===== src/rtl/alu_execute_pkg.sv =====
// Shared definitions for the ALU execute stage: opcodes, FSM states,
// register-file command codes and flag bit positions.
package alu_execute_pkg;

  localparam logic [3:0] OP_PASSA = 4'h0;
  localparam logic [3:0] OP_ADD   = 4'h1;
  localparam logic [3:0] OP_SUB   = 4'h2;
  localparam logic [3:0] OP_AND   = 4'h3;
  localparam logic [3:0] OP_OR    = 4'h4;
  localparam logic [3:0] OP_XOR   = 4'h5;
  localparam logic [3:0] OP_NOT   = 4'h6;
  localparam logic [3:0] OP_SHL   = 4'h7;
  localparam logic [3:0] OP_SHR   = 4'h8;
  localparam logic [3:0] OP_SRA   = 4'h9;
  localparam logic [3:0] OP_MUL   = 4'hA;
  localparam logic [3:0] OP_INC   = 4'hB;

  localparam logic [1:0] RW_IDLE  = 2'b00;
  localparam logic [1:0] RW_WRITE = 2'b01;

  // flags = {Z,N,C,V}
  localparam int FLAG_V = 0;
  localparam int FLAG_C = 1;
  localparam int FLAG_N = 2;
  localparam int FLAG_Z = 3;

  typedef enum logic [1:0] {
    IDLE = 2'd0,
    MUL  = 2'd1,
    WB   = 2'd2
  } state_t;

  function automatic logic is_legal(input logic [3:0] op_code);
    return op_code <= OP_INC;
  endfunction

endpackage


===== src/rtl/alu_execute_stage_multiplier.sv =====
// Unsigned shift-add multiplier: one multiplier bit per cycle after start.
// done is high during the final iteration; product is complete after that edge.
module shift_add_multiplier #(
  parameter int WIDTH = 16,
  parameter int ITERS = 16
) (
  input  logic                 clk_main,
  input  logic                 reset_n,
  input  logic                 start,
  input  logic [WIDTH-1:0]     a,
  input  logic [WIDTH-1:0]     b,
  output logic                 done,
  output logic [2*WIDTH-1:0]   product
);

  localparam int CW = $clog2(ITERS + 1);

  logic [2*WIDTH-1:0] mcand_reg;
  logic [2*WIDTH-1:0] acc_reg;
  logic [WIDTH-1:0]   mplier_reg;
  logic [CW-1:0]      cnt_reg;
  logic               busy_reg;

  always_ff @(posedge clk_main or negedge reset_n) begin
    if (!reset_n) begin
      mcand_reg  <= '0;
      acc_reg    <= '0;
      mplier_reg <= '0;
      cnt_reg    <= '0;
      busy_reg   <= 1'b0;
    end else if (start) begin
      mcand_reg  <= {{WIDTH{1'b0}}, a};
      acc_reg    <= '0;
      mplier_reg <= b;
      cnt_reg    <= '0;
      busy_reg   <= 1'b1;
    end else if (busy_reg) begin
      if (mplier_reg[0]) begin
        acc_reg <= acc_reg + mcand_reg;
      end
      mcand_reg  <= mcand_reg << 1;
      mplier_reg <= mplier_reg >> 1;
      cnt_reg    <= cnt_reg + 1'b1;
      if (done) begin
        busy_reg <= 1'b0;
      end
    end
  end

  assign done    = busy_reg && (cnt_reg == CW'(ITERS - 1));
  assign product = acc_reg;

endmodule


===== src/rtl/alu_execute_stage.sv =====
// Execute stage between register-file read and write-back: captures an op on
// accept, computes it (multi-cycle for MUL) and issues one write-back cycle.
module alu_execute_stage
  import alu_execute_pkg::*;
#(
  parameter int WIDTH     = 16,
  parameter int AW        = 4,
  parameter int MUL_ITERS = 16
) (
  input  logic             clk_main,
  input  logic             reset_n,
  input  logic             in_valid,
  output logic             in_ready,
  input  logic [3:0]       op,
  input  logic [AW-1:0]    dst,
  input  logic [WIDTH-1:0] A,
  input  logic [WIDTH-1:0] B,
  output logic [WIDTH-1:0] D,
  output logic [AW-1:0]    DA,
  output logic [1:0]       RW,
  output logic             EN,
  output logic [3:0]       flags,
  output logic             err
);

  state_t state_reg, state_next;

  logic             accept;
  logic             wb_fire;
  logic [3:0]       op_reg;
  logic [AW-1:0]    dst_reg;
  logic [WIDTH-1:0] a_reg, b_reg;

  logic               mul_done;
  logic [2*WIDTH-1:0] product;

  logic [WIDTH-1:0] d_reg;
  logic [AW-1:0]    da_reg;
  logic [1:0]       rw_reg;
  logic             en_reg;
  logic [3:0]       flags_reg;
  logic             err_reg;

  logic [WIDTH-1:0] res_next;
  logic             c_next, v_next;
  logic [3:0]       flags_next;
  logic [WIDTH:0]   sum_ext, shl_ext, shr_ext;
  logic [3:0]       shamt;

  assign accept = in_valid && in_ready;

  always_ff @(posedge clk_main or negedge reset_n) begin
    if (!reset_n) begin
      state_reg <= IDLE;
    end else begin
      state_reg <= state_next;
    end
  end

  always_comb begin
    state_next = state_reg;
    case (state_reg)
      IDLE:    if (accept) state_next = (op == OP_MUL) ? MUL : WB;
      MUL:     if (mul_done) state_next = WB;
      WB:      state_next = IDLE;
      default: state_next = IDLE;
    endcase
  end

  always_comb begin
    in_ready = (state_reg == IDLE);
    wb_fire  = (state_reg == WB);
  end

  // Operands are held locally so the register file may move on after accept.
  always_ff @(posedge clk_main or negedge reset_n) begin
    if (!reset_n) begin
      op_reg  <= '0;
      dst_reg <= '0;
      a_reg   <= '0;
      b_reg   <= '0;
    end else if (accept) begin
      op_reg  <= op;
      dst_reg <= dst;
      a_reg   <= A;
      b_reg   <= B;
    end
  end

  shift_add_multiplier #(
    .WIDTH (WIDTH),
    .ITERS (MUL_ITERS)
  ) u_mul (
    .clk_main (clk_main),
    .reset_n  (reset_n),
    .start    (accept && (op == OP_MUL)),
    .a        (A),
    .b        (B),
    .done     (mul_done),
    .product  (product)
  );

  assign shamt = b_reg[3:0];

  // Shifts use one extra bit so the last bit shifted out lands in a known slot.
  always_comb begin
    res_next = '0;
    c_next   = 1'b0;
    v_next   = 1'b0;
    sum_ext  = '0;
    shl_ext  = '0;
    shr_ext  = '0;
    case (op_reg)
      OP_PASSA: res_next = a_reg;
      OP_ADD: begin
        sum_ext  = {1'b0, a_reg} + {1'b0, b_reg};
        res_next = sum_ext[WIDTH-1:0];
        c_next   = sum_ext[WIDTH];
        v_next   = (a_reg[WIDTH-1] == b_reg[WIDTH-1]) && (res_next[WIDTH-1] != a_reg[WIDTH-1]);
      end
      OP_SUB: begin
        sum_ext  = {1'b0, a_reg} - {1'b0, b_reg};
        res_next = sum_ext[WIDTH-1:0];
        c_next   = sum_ext[WIDTH];
        v_next   = (a_reg[WIDTH-1] != b_reg[WIDTH-1]) && (res_next[WIDTH-1] != a_reg[WIDTH-1]);
      end
      OP_AND: res_next = a_reg & b_reg;
      OP_OR:  res_next = a_reg | b_reg;
      OP_XOR: res_next = a_reg ^ b_reg;
      OP_NOT: res_next = ~a_reg;
      OP_SHL: begin
        shl_ext  = {1'b0, a_reg} << shamt;
        res_next = shl_ext[WIDTH-1:0];
        c_next   = shl_ext[WIDTH];
      end
      OP_SHR: begin
        shr_ext  = {a_reg, 1'b0} >> shamt;
        res_next = shr_ext[WIDTH:1];
        c_next   = shr_ext[0];
      end
      OP_SRA: begin
        shr_ext  = $signed({a_reg, 1'b0}) >>> shamt;
        res_next = shr_ext[WIDTH:1];
        c_next   = shr_ext[0];
      end
      OP_MUL: begin
        res_next = product[WIDTH-1:0];
        c_next   = |product[2*WIDTH-1:WIDTH];
      end
      OP_INC: begin
        sum_ext  = {1'b0, a_reg} + (WIDTH+1)'(1);
        res_next = sum_ext[WIDTH-1:0];
        c_next   = sum_ext[WIDTH];
        v_next   = !a_reg[WIDTH-1] && res_next[WIDTH-1];
      end
      default: res_next = '0;
    endcase
  end

  always_comb begin
    flags_next         = '0;
    flags_next[FLAG_Z] = (res_next == '0);
    flags_next[FLAG_N] = res_next[WIDTH-1];
    flags_next[FLAG_C] = c_next;
    flags_next[FLAG_V] = v_next;
  end

  always_ff @(posedge clk_main or negedge reset_n) begin
    if (!reset_n) begin
      d_reg     <= '0;
      da_reg    <= '0;
      rw_reg    <= RW_IDLE;
      en_reg    <= 1'b0;
      flags_reg <= '0;
      err_reg   <= 1'b0;
    end else begin
      rw_reg  <= RW_IDLE;
      en_reg  <= 1'b0;
      err_reg <= 1'b0;
      if (wb_fire) begin
        if (is_legal(op_reg)) begin
          d_reg     <= res_next;
          da_reg    <= dst_reg;
          rw_reg    <= RW_WRITE;
          en_reg    <= 1'b1;
          flags_reg <= flags_next;
        end else begin
          err_reg <= 1'b1;
        end
      end
    end
  end

  assign D     = d_reg;
  assign DA    = da_reg;
  assign RW    = rw_reg;
  assign EN    = en_reg;
  assign flags = flags_reg;
  assign err   = err_reg;

endmodule


===== config.mk =====
export PLATFORM = sky130hd
export DESIGN_NAME = alu_execute_stage
export DESIGN_NICKNAME = d
export VERILOG_FILES = /design/src/rtl/alu_execute_pkg.sv /design/src/rtl/alu_execute_stage_multiplier.sv /design/src/rtl/alu_execute_stage.sv
export SDC_FILE = /design/constraint.sdc
export NUM_CORES = 1
export LEC_CHECK = 0
export CAP_MARGIN = 20
export CORE_ASPECT_RATIO = 2
export CORE_MARGIN = 3
export CORE_UTILIZATION = 56
export CTS_CLUSTER_SIZE = 12
export DETAILED_ROUTE_END_ITERATION = 7
export PLACE_DENSITY = 0.75
export SKIP_LAST_GASP = 1
export SLEW_MARGIN = 5
export SYNTH_ARGS = -nofsm -noshare
export SYNTH_HDL_FRONTEND = slang
export SYNTH_SLANG_ARGS = --single-unit

===== constraint.sdc =====
create_clock -name clk_main -period 3.85 [get_ports clk_main]
set_input_delay 0.385 -clock clk_main [delete_from_list [all_inputs] [get_ports clk_main]]
set_output_delay 0.385 -clock clk_main [all_outputs]
set_load 0.1 [all_outputs]

==> flow_metrics.tcl <==
set metrics [dict create \
    status "finished clean" \
    drv_cap 0 \
    startpoint "a_reg[7]" \
    whs_path_depth 2 \
    grt_max_degree 75 \
    r2r_start "a_reg[7]" \
    root_buffer "clkbuf_16" \
    viasPerCell 6.915 \
    skew_ps 12.63 \
    tightest_slew_ps 1141 \
    max_freq_ghz 0.2763 \
    drtIter0Drc 1439 \
    grt_antenna_before_repair 2 \
    port_buffers 70 \
    final.setup.tns_ps 0 \
    ys.flop_type "dfrtp_1" \
    ys_seq_elements 153 \
    maxSlewViolCount 0 \
    period_minus_slack_ps 3619 \
    grt_usage_pct 42.75 \
    yosys_warnings 0 \
    slew_headroom_pct 22.84 \
    cp-end-kind "flop" \
    path_clk_slew_ps 70 \
    syn_avg_cell_area_sq_um 8.242 \
    ant_nets 0 \
    r2r_end "flags[3]" \
    syn_area_sq_um 12920 \
    die_h_microns 220.8 \
    num_rows 78 \
    reg2reg_setup_slack_ps 230 \
    grt_pass1_vias 13340 \
    p_leak_uw 0.006642 \
    synth_cell_types 86 \
    htree_levels 4 \
    setup_violations 0 \
    synth_edf_count 0 \
    coreArea_sq_um 22740 \
    clk_path_buf_depth 2 \
    n_fill_cell 1977 \
    drc_errors 0 \
    drt-total-wl_microns 54050 \
    grt_overflow 0 \
    cp_max_fo 9 \
    numCtsBuffers 17 \
    drtPass1Iterations 6 \
    dpl.hpwl_microns 40580 \
    clk_latency_ps 460 \
    ys_async_sr_fraction_pct 100.0 \
    routed-via-count 13490 \
    crit_end "flags[3]" \
    gp_congestion 1.116 \
    yosysMostFrequentCell "nand2_1" \
    worstPathArrival_ps 4010 \
    start_util_pct 56.83 \
    cts_tree "done" \
    io_pins 72 \
    nets 1787 \
    utilization_pct 65.93 \
    clock-sinks 153 \
    synth_top_area_share_pct 29.63 \
    drive_above_1_share_pct 12.71 \
    min_path_type "reg2reg" \
    dieArea_sq_um 25050 \
    synth_seq_area_share_pct 29.63 \
    grt_first_pass_wirelength_microns 80130 \
    period_share_pct 94.00 \
    synth.top_cells.by_area "dfrtp_1 30%, ha_1 8.3%, nand2_1 6.1%" \
    hold_viol_final 0 \
    worstSetupPathType "reg2reg" \
    syn-num-nets 1700 \
    synth_top_cell_by_area "dfrtp_1" \
    powerDensity_nw_per_um2 781.1 \
    peakVddDrop_mv 0.6891 \
    crit_required_ps 4240 \
    synth_cells 1568 \
    yosys-top-cells-count "209 x nand2_1, 153 x dfrtp_1, 146 x o21ai_0" \
    rsz0062_at_grt "no" \
    wl_per_cell_microns 27.72 \
    hold_ws_ps 469.5 \
    syn_to_final_growth_pct 16.00 \
    dieWidth_microns 113.4 \
    critPathLaunchType "flop" \
    r2r_cells 10 \
]
kinds of logic (layout without fill, tap and decap cells):
logic type | count (synthesis) | after routing | synth area share, %
other | 1 | 3 | 0.02902
flip-flops | 153 | 153 | 29.63
XOR/XNOR | 37 | 37 | 2.507
multiplexers | 112 | 112 | 10.47
AND/OR/NAND/NOR | 536 | 536 | 19.66
AO/OA/AOI/OAI | 458 | 458 | 23.10
buffers and inverters | 182 | 282 | 5.818
adder cells (fa/ha/maj) | 89 | 89 | 8.791
power breakdown:
part           switching, uW  internal, uW
Clock                    844           929
Combinational           4520          2610
Sequential               618          2190
Total                   5990          5720
metal layers:
metal  vias up  track usage, %  part of all wire, %
li1       5908               -                    -
met1      6498           45.02                   32
met2       791           72.39                   50
met3       286           8.046                  7.8
met4         2           35.09                   10
met5         -               0                0.024
cell type report:
type / instances / area [sq um] / share of cell area (%)
Inverter: 66 / 247.7 / 1.652
Clock inverter: 15 / 180.2 / 1.202
Timing Repair Buffer: 184 / 1585 / 10.57
Antenna cell: 2 / 5.005 / 0.03338
Tap cell: 280 / 350.3 / 2.337
Sequential cell: 153 / 3831 / 25.55
Multi-Input combinational cell: 1233 / 8367 / 55.81
Clock buffer: 17 / 425.4 / 2.838
per-stage QoR:
stage	setup WS, ps	power, uW	instance area (sq um)	instances
finish	231.2	11710	14990	1950
global route	25.24	12250	14990	1949
CTS	268.2	11490	14970	1947
detailed placement	289.8	9686	14360	1914
global placement	335.0	9545	14360	1914
floorplan	403.8	7527	12920	1568
layout by cell type (no fill, tap or decap), drive strengths merged, types with 8 or more instances in the layout:
master / n
o21ai: 146
xnor2: 31
a221oi: 14
a31oi: 16
a22oi: 12
nor3: 38
buf: 113
nor2b: 18
dfrtp: 153
mux4: 16
ha: 86
a21o: 24
mux2i: 71
o221ai: 13
and2: 11
and3: 14
clkinv: 9
nor4: 17
a211oi: 17
nor3b: 8
or3: 16
o21a: 11
nand2b: 11
a2111oi: 10
o211ai: 16
a21oi: 96
nand3: 38
clkdlybuf4s50: 69
nor2: 112
mux2: 25
clkbuf: 18
nand2: 209
nand4: 10
inv: 70
worst min path at each step:
stage,start,end
after global routing,D[4],D[4]
after floorplan,reset_n,DA[0]
after CTS,dst_reg[1],DA[1]
final,dst_reg[1],DA[1]
after detailed placement,reset_n,a_reg[1]
after global placement,reset_n,a_reg[1]
what timing repair did:
action,in CTS,in global routing
resized for setup,0,2
hold buffers,1,0
hold endpoints to repair,54,0
setup endpoints to repair,0,1
setup buffers,0,0
critical path, cell delays in order (launching register included):
cell and delay [ps]:
dfrtp_1 550, inv_1 170, ha_1 480, nor4_1 650, o211ai_1 380, a31oi_1 410, or4_1 190, a31oi_1 80
a21oi_1 330, nand4_1 120, o21ai_0 170
(Power assumes the default switching activity.)
